--- src/rtl/boot_pkg.sv ---
// Shared types and constants for the program-load sequencer.
package boot_pkg;

    // Sequencer states, from power-up through program load, readback and run.
    typedef enum logic [2:0] {
        IDLE,
        LOAD,
        VERIFY,
        RUN,
        ERROR
    } boot_state_e;

    // Checksum accumulator width; also the default instruction word width.
    localparam int SUM_WIDTH = 32;

endpackage

--- src/rtl/imem_port_mux.sv ---
// Instruction-memory port selection: the loader owns the port until the core runs.
module imem_port_mux
    import boot_pkg::*;
#(
    parameter int DataWidth = SUM_WIDTH,
    parameter int AddrWidth = 10
) (
    input  logic                 run_sel,
    input  logic [AddrWidth-1:0] loader_address,
    input  logic [DataWidth-1:0] loader_data,
    input  logic                 loader_write_en,
    input  logic                 loader_read_en,
    input  logic [AddrWidth-1:0] core_address,
    input  logic                 core_read_en,
    output logic [AddrWidth-1:0] imem_address,
    output logic [DataWidth-1:0] imem_dataIn,
    output logic                 imem_write_en,
    output logic                 imem_read_en
);

    // Purely combinational so the core's fetch path sees no extra latency.
    always_comb begin
        imem_address  = loader_address;
        imem_dataIn   = loader_data;
        imem_write_en = loader_write_en;
        imem_read_en  = loader_read_en;
        if (run_sel) begin
            imem_address  = core_address;
            imem_dataIn   = '0;
            imem_write_en = 1'b0;
            imem_read_en  = core_read_en;
        end
    end

endmodule

--- src/rtl/prog_load_ctrl.sv ---
// Boot sequencer: streams a program image into instruction memory, reads it
// back to confirm the checksum, then releases the core onto the memory port.
module prog_load_ctrl
    import boot_pkg::*;
#(
    parameter int DataWidth = SUM_WIDTH,
    parameter int AddrWidth = 10
) (
    input  logic                 clock,
    input  logic                 reset,
    input  logic                 load_start,
    input  logic                 prog_valid,
    output logic                 prog_ready,
    input  logic [DataWidth-1:0] program_in,
    input  logic [AddrWidth-1:0] address_in,
    input  logic                 prog_last,
    output logic                 core_reset,
    input  logic [AddrWidth-1:0] core_imem_address,
    input  logic                 core_imem_read_en,
    output logic [AddrWidth-1:0] imem_address,
    output logic [DataWidth-1:0] imem_dataIn,
    output logic                 imem_write_en,
    output logic                 imem_read_en,
    input  logic [DataWidth-1:0] imem_dataOut,
    output logic                 load_done,
    output logic                 load_error,
    output logic [AddrWidth:0]   words_loaded
);

    // A full memory holds exactly 2**AddrWidth words; one more is an overflow.
    localparam logic [AddrWidth:0] WORDS_MAX = {1'b1, {AddrWidth{1'b0}}};

    boot_state_e            state;
    boot_state_e            next_state;
    logic [AddrWidth:0]     rd_ptr;
    logic [DataWidth-1:0]   load_sum;
    logic [DataWidth-1:0]   verify_sum;
    logic [DataWidth-1:0]   verify_total;
    logic                   accept_ok;
    logic [AddrWidth-1:0]   loader_address;
    logic [DataWidth-1:0]   loader_data;
    logic                   loader_write_en;
    logic                   loader_read_en;

    // Next-state and loader-side memory controls; load_start overrides everything
    // and a word offered alongside it is dropped.
    always_comb begin
        next_state      = state;
        prog_ready      = 1'b0;
        accept_ok       = 1'b0;
        loader_address  = '0;
        loader_data     = '0;
        loader_write_en = 1'b0;
        loader_read_en  = 1'b0;
        verify_total    = verify_sum + ((rd_ptr != '0) ? imem_dataOut : '0);
        case (state)
            LOAD: begin
                prog_ready = 1'b1;
                if (prog_valid && !load_start) begin
                    if (words_loaded == WORDS_MAX ||
                        {1'b0, address_in} != words_loaded) begin
                        next_state = ERROR;
                    end else begin
                        accept_ok       = 1'b1;
                        loader_write_en = 1'b1;
                        loader_address  = address_in;
                        loader_data     = program_in;
                        if (prog_last) begin
                            next_state = VERIFY;
                        end
                    end
                end
            end
            VERIFY: begin
                loader_address = rd_ptr[AddrWidth-1:0];
                loader_read_en = (rd_ptr < words_loaded);
                if (rd_ptr == words_loaded) begin
                    next_state = (verify_total == load_sum) ? RUN : ERROR;
                end
            end
            default: begin
            end
        endcase
        if (load_start) begin
            next_state = LOAD;
        end
    end

    // State, word counter, read pointer and both checksums.
    always_ff @(posedge clock) begin
        if (reset) begin
            state        <= IDLE;
            words_loaded <= '0;
            rd_ptr       <= '0;
            load_sum     <= '0;
            verify_sum   <= '0;
        end else begin
            state <= next_state;
            if (load_start) begin
                words_loaded <= '0;
                rd_ptr       <= '0;
                load_sum     <= '0;
                verify_sum   <= '0;
            end else begin
                if (accept_ok) begin
                    words_loaded <= words_loaded + 1'b1;
                    load_sum     <= load_sum + program_in;
                end
                if (state == VERIFY) begin
                    rd_ptr     <= rd_ptr + 1'b1;
                    verify_sum <= verify_total;
                end
            end
        end
    end

    assign core_reset = (state != RUN);
    assign load_done  = (state == RUN);
    assign load_error = (state == ERROR);

    imem_port_mux #(
        .DataWidth (DataWidth),
        .AddrWidth (AddrWidth)
    ) u_port_mux (
        .run_sel         (state == RUN),
        .loader_address  (loader_address),
        .loader_data     (loader_data),
        .loader_write_en (loader_write_en),
        .loader_read_en  (loader_read_en),
        .core_address    (core_imem_address),
        .core_read_en    (core_imem_read_en),
        .imem_address    (imem_address),
        .imem_dataIn     (imem_dataIn),
        .imem_write_en   (imem_write_en),
        .imem_read_en    (imem_read_en)
    );

endmodule

--- config.mk ---
export PLATFORM = sky130hd
export DESIGN_NAME = prog_load_ctrl
export DESIGN_NICKNAME = d
export VERILOG_FILES = /design/src/rtl/boot_pkg.sv /design/src/rtl/imem_port_mux.sv /design/src/rtl/prog_load_ctrl.sv
export SDC_FILE = /design/constraint.sdc
export NUM_CORES = 1
export LEC_CHECK = 0
export CORE_ASPECT_RATIO = 0.75
export CORE_MARGIN = 2
export CORE_UTILIZATION = 59
export DETAILED_ROUTE_END_ITERATION = 7
export PLACE_DENSITY = 0.86
export SLEW_MARGIN = 30
export SYNTH_ARGS = -nofsm -noshare
export SYNTH_HDL_FRONTEND = slang
export SYNTH_SLANG_ARGS = --single-unit
--- constraint.sdc ---
create_clock -name clock -period 10.1 [get_ports clock]
set_input_delay 2.02 -clock clock [delete_from_list [all_inputs] [get_ports clock]]
set_output_delay 2.02 -clock clock [all_outputs]
set_load 0.02 [all_outputs]
# After elaboration in Yosys (flattened, before gate mapping)
# Cells that the tools add are included.
[word_totals]
input_bits = 90
regBits = 89
latchBits = 0
mem_count = 0
elab_cells = 58
romBits = 0
ram_bits = 0
[op_classes]
mux = 23
multipliers = 0
eq_ne = 15
addsub = 4
magnitude_cmp = 1
n_div = 0
shift = 0
reduce_logical = 9
n_bitwise = 0
[ops]
columns = ["cell", "n"]
rows = [
  ["32-bit two-way mux", 5],
  ["32-bit adder", 2],
  ["32-bit equality test", 1],
  ["10-bit two-way mux", 3],
  ["11-bit by 1-bit adder with 11-bit output, second input constant", 2],
  ["10-bit one-hot mux with 2 select lines", 1],
  ["3-bit two-way mux", 5],
  ["11-bit equality test", 1],
  ["11-bit equality test, second input constant", 1],
  ["11-bit less-than comparator", 1],
  ["10-bit by 11-bit inequality test with 1-bit output", 1],
  ["11-bit nonzero test", 1],
  ["3-bit inequality test, second input constant", 3],
  ["1-bit two-way mux", 8],
  ["4-bit AND reduction", 2],
  ["3-bit by 2-bit equality test with 1-bit output, second input constant", 2],
  ["3-bit one-hot mux with 2 select lines", 1],
  ["2-bit inequality test, second input constant", 2],
  ["4-bit inequality test, second input constant", 1],
  ["3-bit by 1-bit equality test with 1-bit output, second input constant", 1],
  ["3-bit equality test, second input constant", 1],
  ["3-bit by 2-bit inequality test with 1-bit output, second input constant", 1],
  ["3-bit nonzero test", 1],
  ["2-bit nonzero test", 1],
  ["other kinds (4)", 4],
]

# Longest topological paths before layout
[depth]
ltp_word = 8
mapped_depth = 18
depth_no_buf = 16

# Modules after synthesis
# Synthesis repeated with hierarchy kept, for this count alone.
[unflattened]
hier_cells = 1309
area_unflattened_um2 = 9829.4
[modules_own_cells]
columns = ["mod", "cells_each", "area_each_um2", "instances", "seq_area_each_um2"]
rows = [
  ["prog_load_ctrl", 1260, 9424.0, 1, 1781.7],
  ["imem_port_mux", 49, 405.4, 1, 0.0],
]

# Worst setup path after synthesis
# Ideal clock, no wire load.
[synth_path]
path_type = "input to output"
startpoint = "input address_in[8]"
endpoint = "output imem_dataIn[22]"
path_buffers = 2
cell_stages = 8
required_time_ns = 8.080
t_arrival_ns = 3.768
path_slack_ns = 4.312
path_cell_list = "xor2_1 -> nor4_1 -> nand3_1 -> nand2b_1 -> inv_1 -> clkbuf_1 -> clkbuf_1 -> and2_1"
[synth_via]
elab_chain_len = 6
[synth_lines]
columns = ["item", "line_no", "source"]
rows = [
  ["from (decl)", "prog_load_ctrl.sv:15", "input logic [AddrWidth-1:0] address_in,"],
  ["10-bit by 11-bit inequality test with 1-bit output", "prog_load_ctrl.sv:61", "{1'b0, address_in} != words_loaded) begin"],
  ["1-bit logical OR", "prog_load_ctrl.sv:60", "if (words_loaded == WORDS_MAX ||"],
  ["32-bit two-way mux", "prog_load_ctrl.sv:60", ""],
  ["32-bit two-way mux", "prog_load_ctrl.sv:59", "if (prog_valid && !load_start) begin"],
  ["32-bit two-way mux", "prog_load_ctrl.sv:56", "case (state)"],
  ["32-bit two-way mux", "imem_port_mux.sv:27", "if (run_sel) begin"],
  ["to (decl)", "prog_load_ctrl.sv:21", "output logic [DataWidth-1:0] imem_dataIn,"],
]
# No other way between the ends.

# Worst setup path after layout
[layout_path]
startpoint = "input address_in[4]"
endpoint = "output imem_dataIn[5]"
# The elaborated chain is that of the path after synthesis.

==> results by group <==
Detailed routing
  – DRC: 1
  – Drt first pass iters: 8
  – Drt wl/cell: 17.6 µm
  – DRT iter0 DRCs: 933
  – Vias/cell: 6.27
  – Via Count: 8,784
  – Post-route ant nets: 0
  – WL final: 24.7 mm

Timing
  – Fin Setup TNS: 0 ns
  – Max-slew headroom: approximately two fifths
  – Fmax: 136 MHz
  – Max-slew violations: 0
  – Final setup fails: 0
  – Hold Vio Cnt, Final: 0
  – RSZ-0062 raised after global routing: false
  – Minimum clock period: 7.37 ns
  – Slew @ Worst Pin: 0.908 ns
  – Final period utilization: approximately three quarters
  – Final Skew: 0.00666 ns

Worst hold path
  – Cells on Worst Hold Path: 2
  – Hold Crit Start: verify_sum[7]$_SDFFE_PP0N_
  – Hold Path Class: flip-flop to flip-flop

Floorplanning
  – Die Y: 108 µm
  – IO Count: 149
  – Die area: between 0.015 and 0.02 mm²
  – Core ar.: 0.0139 mm²
  – Num rows: 37
  – Initial core utilization: 61.2%
  – DIE WIDTH: 143 µm

Clocking
  – Clock-pin slew on the worst setup and hold paths: approximately 0.060 ns
  – CTS Hold Bufs: 0
  – Num CTS Buffers: 9
  – Post-CTS sizing: 0
  – Clk buf depth: 2
  – Clk root buf: clkbuf_16
  – Post-CTS Setup Bufs: 0
  – Clock Latency Late Sink: 0.35 ns
  – # clock sinks: slightly below 90
  – # H-tree levels: 3
  – CTS tree: built

Layout
  – Post-route cell area: 0.0103 mm²
  – Fraction of layout cells with a size suffix above 1: 3.34%
  – # diodes: 0
  – Nets: 1,391
  – Synth-to-Final Area Change: 20.9%
  – # fillers: between 1,000 and 1,500

Critical path
  – Crit path max-delay family: buffers and inverters
  – Max stage delay cell, worst path: clkdlybuf4s50_1
  – Critical Path Start: address_in[4]
  – Max incr delay on CP: 0.59 ns
  – Worst EP required: 8.08 ns
  – CP Cell Sequence: clkdlybuf4s50_1, xor2_1, nor3_1, nand3_1, nand2b_1, buf_4, inv_2, buf_4, and2_1, clkdlybuf4s50_1
  – Critical path class: input port to primary output
  – Reg2reg start: rd_ptr[2]$_SDFFE_PP0N_
  – R2R cell count: 16
  – Worst path buffer plus inverter count: 5
  – Worst path depth: 10
  – Startpoint types: input port
  – Crit Path Max Fanout: between 40 and 50
  – Worst Setup End Kind: primary output
  – Critical Path AT: between 5 and 6 ns

Synth
  – Post-Syn Area: 0.00850 mm²
  – Post-synth top flop: dfxtp_1
  – Synth top area share: 21.0%
  – Top cells by count, synth: nand2_1 (143), a21oi_1 (106), dfxtp_1 (89)
  – Ys Warns: 0
  – Area leader, netlist: dfxtp_1
  – Seq cells post-synth: 89
  – Register area share after synthesis: 21.0%
  – Cell with the most instances after synthesis: nand2_1
  – Yosys cell types: 77
  – Post-synth EDFFs: 0
  – Mapped Cells: 1,114
  – Syn avg cell area: 7.63 µm²
  – Dominant cells by area after synthesis: dfxtp_1 (21%), ha_1 (11%), nand2_1 (6.3%), a21oi_1 (6.2%), and2_1 (5.2%)
  – Syn Nets: 1,283
  – Post-synth ARST share: 0%

GRT
  – First-pass GRT wire length: 39.4 mm
  – Largest net degree at the start of global routing: 54
  – Overall Global Routing Usage: 32.1%
  – Initial antenna violation count: 0
  – Vias in the first global route: 7,786
  – Gr ovfl total: 0

Placement
  – DP Area: 0.0100 mm²
  – Dpl hpwl: 19.2 mm
  – IO buf count: 148
  – Placer Congestion: 0.957

Outcome
  – Status: complete, but fails checks
  – Failing checks: DRC

Pwr
  – Leakage: 0.00435 µW
  – Worst IR Drop VDD: 82.3 µV
  – Power per cell area: 72.6 mW/mm²

Job
  – MaxCap Viol Count: 0
==> sequential cells by signal, indices dropped and copies added, names as in the netlist <==
signal	cells
load_sum	32
rd_ptr	11
state	3
verify_sum	32
words_loaded	11
==> where the power goes <==
part / leakage (µW) / internal (µW) / switching [µW]
clock: 0.000131 / 169 / 151
combinational: 0.00350 / 43.0 / 31.4
sequential: 0.000717 / 351 / 0.603
==> through the flow <==
stage	util (%)	power, µW	hold slack [ns]	setup WS (ns)	std cells
4_1_cts	74.0	749	0.462	2.78	1402
6_report	74.0	746	0.460	2.73	1402
3_3_place_gp	72.0	431	0.445	2.85	1386
5_1_grt	74.0	769	0.476	2.57	1402
2_1_floorplan	-	388	0.436	4.31	1114
3_5_place_dp	72.0	433	0.453	2.78	1386
==> final cells by class <==
type                       instances  area, µm²  share of cell area (%)
clock buffer                      11        233                    2.26
clock inverter                     5       38.8                   0.377
inverter                          40        150                    1.46
multi-input combinational        928       6330                    61.6
sequential                        89       1780                    17.3
tap                              175        219                    2.13
timing repair buffer             154       1530                    14.9
==> cells in the final DEF (no fill, tap or decap), types with 9 or more instances in the layout <==
cell type,Yosys,routed
nand2b_1,15,15
nor3_1,17,17
a21oi_1,106,106
a31oi_1,13,13
clkdlybuf4s50_1,0,148
o21a_1,26,26
xor2_1,39,39
dfxtp_1,89,89
and2_1,70,70
ha_1,77,77
inv_1,40,39
nand2_1,143,143
nand3_1,30,30
or3_1,12,12
nand4_1,19,19
and3_1,18,18
nor2_1,67,67
o21ai_0,36,36
a211oi_1,19,19
a21o_1,31,31
clkbuf_16,0,9
a222oi_1,10,10
xnor2_1,49,49
==> cells by family (layout without fill, tap and decap cells) <==
| kind of cell | after synthesis | after routing | synth area share, % |
|---|---|---|---|
| muxes | 5 | 5 | 0.604 |
| AOI/OAI and AO/OA | 311 | 311 | 24.4 |
| DFF | 89 | 89 | 21.0 |
| and+or+nand+nor | 436 | 436 | 26.1 |
| adders and majority gates | 79 | 79 | 11.8 |
| xor gates and xnor gates | 97 | 97 | 11.5 |
| buffers and inverters | 97 | 210 | 4.56 |
==> layer usage <==
metal	global-route usage, %	routed length [µm]	vias to the layer above
li1	-	-	4237
met1	48.8	11700	4063
met2	45.0	9880	452
met3	8.81	2890	32
met4	6.79	247	0
met5	0	0	-
==> path summary, 6_finish.rpt <==
check,slack (ns),end
hold reg to reg,0.46,verify_sum[7]$_SDFFE_PP0N_
setup reg to reg,5.34,state[2]$_SDFFE_PP0P_
hold / removal,0.46,verify_sum[7]$_SDFFE_PP0N_
setup / recovery,2.73,imem_dataIn[5]
==> worst reg2reg max path: stages, from the launching register on <==
cell      delay, ns
dfxtp_1        0.39
nor4_1         0.29
nand4b_1       0.14
buf_4          0.24
and2_1         0.20
ha_1           0.21
fa_1           0.42
a211oi_2       0.38
o21ai_1        0.16
nand4_1        0.19
and3_1         0.39
a21oi_1        0.12
a211oi_1       0.54
xor2_1         0.20
nor4_4         0.37
a31oi_1        0.13
a221o_1        0.27
No activity file was read; power rests on OpenSTA's default activity.
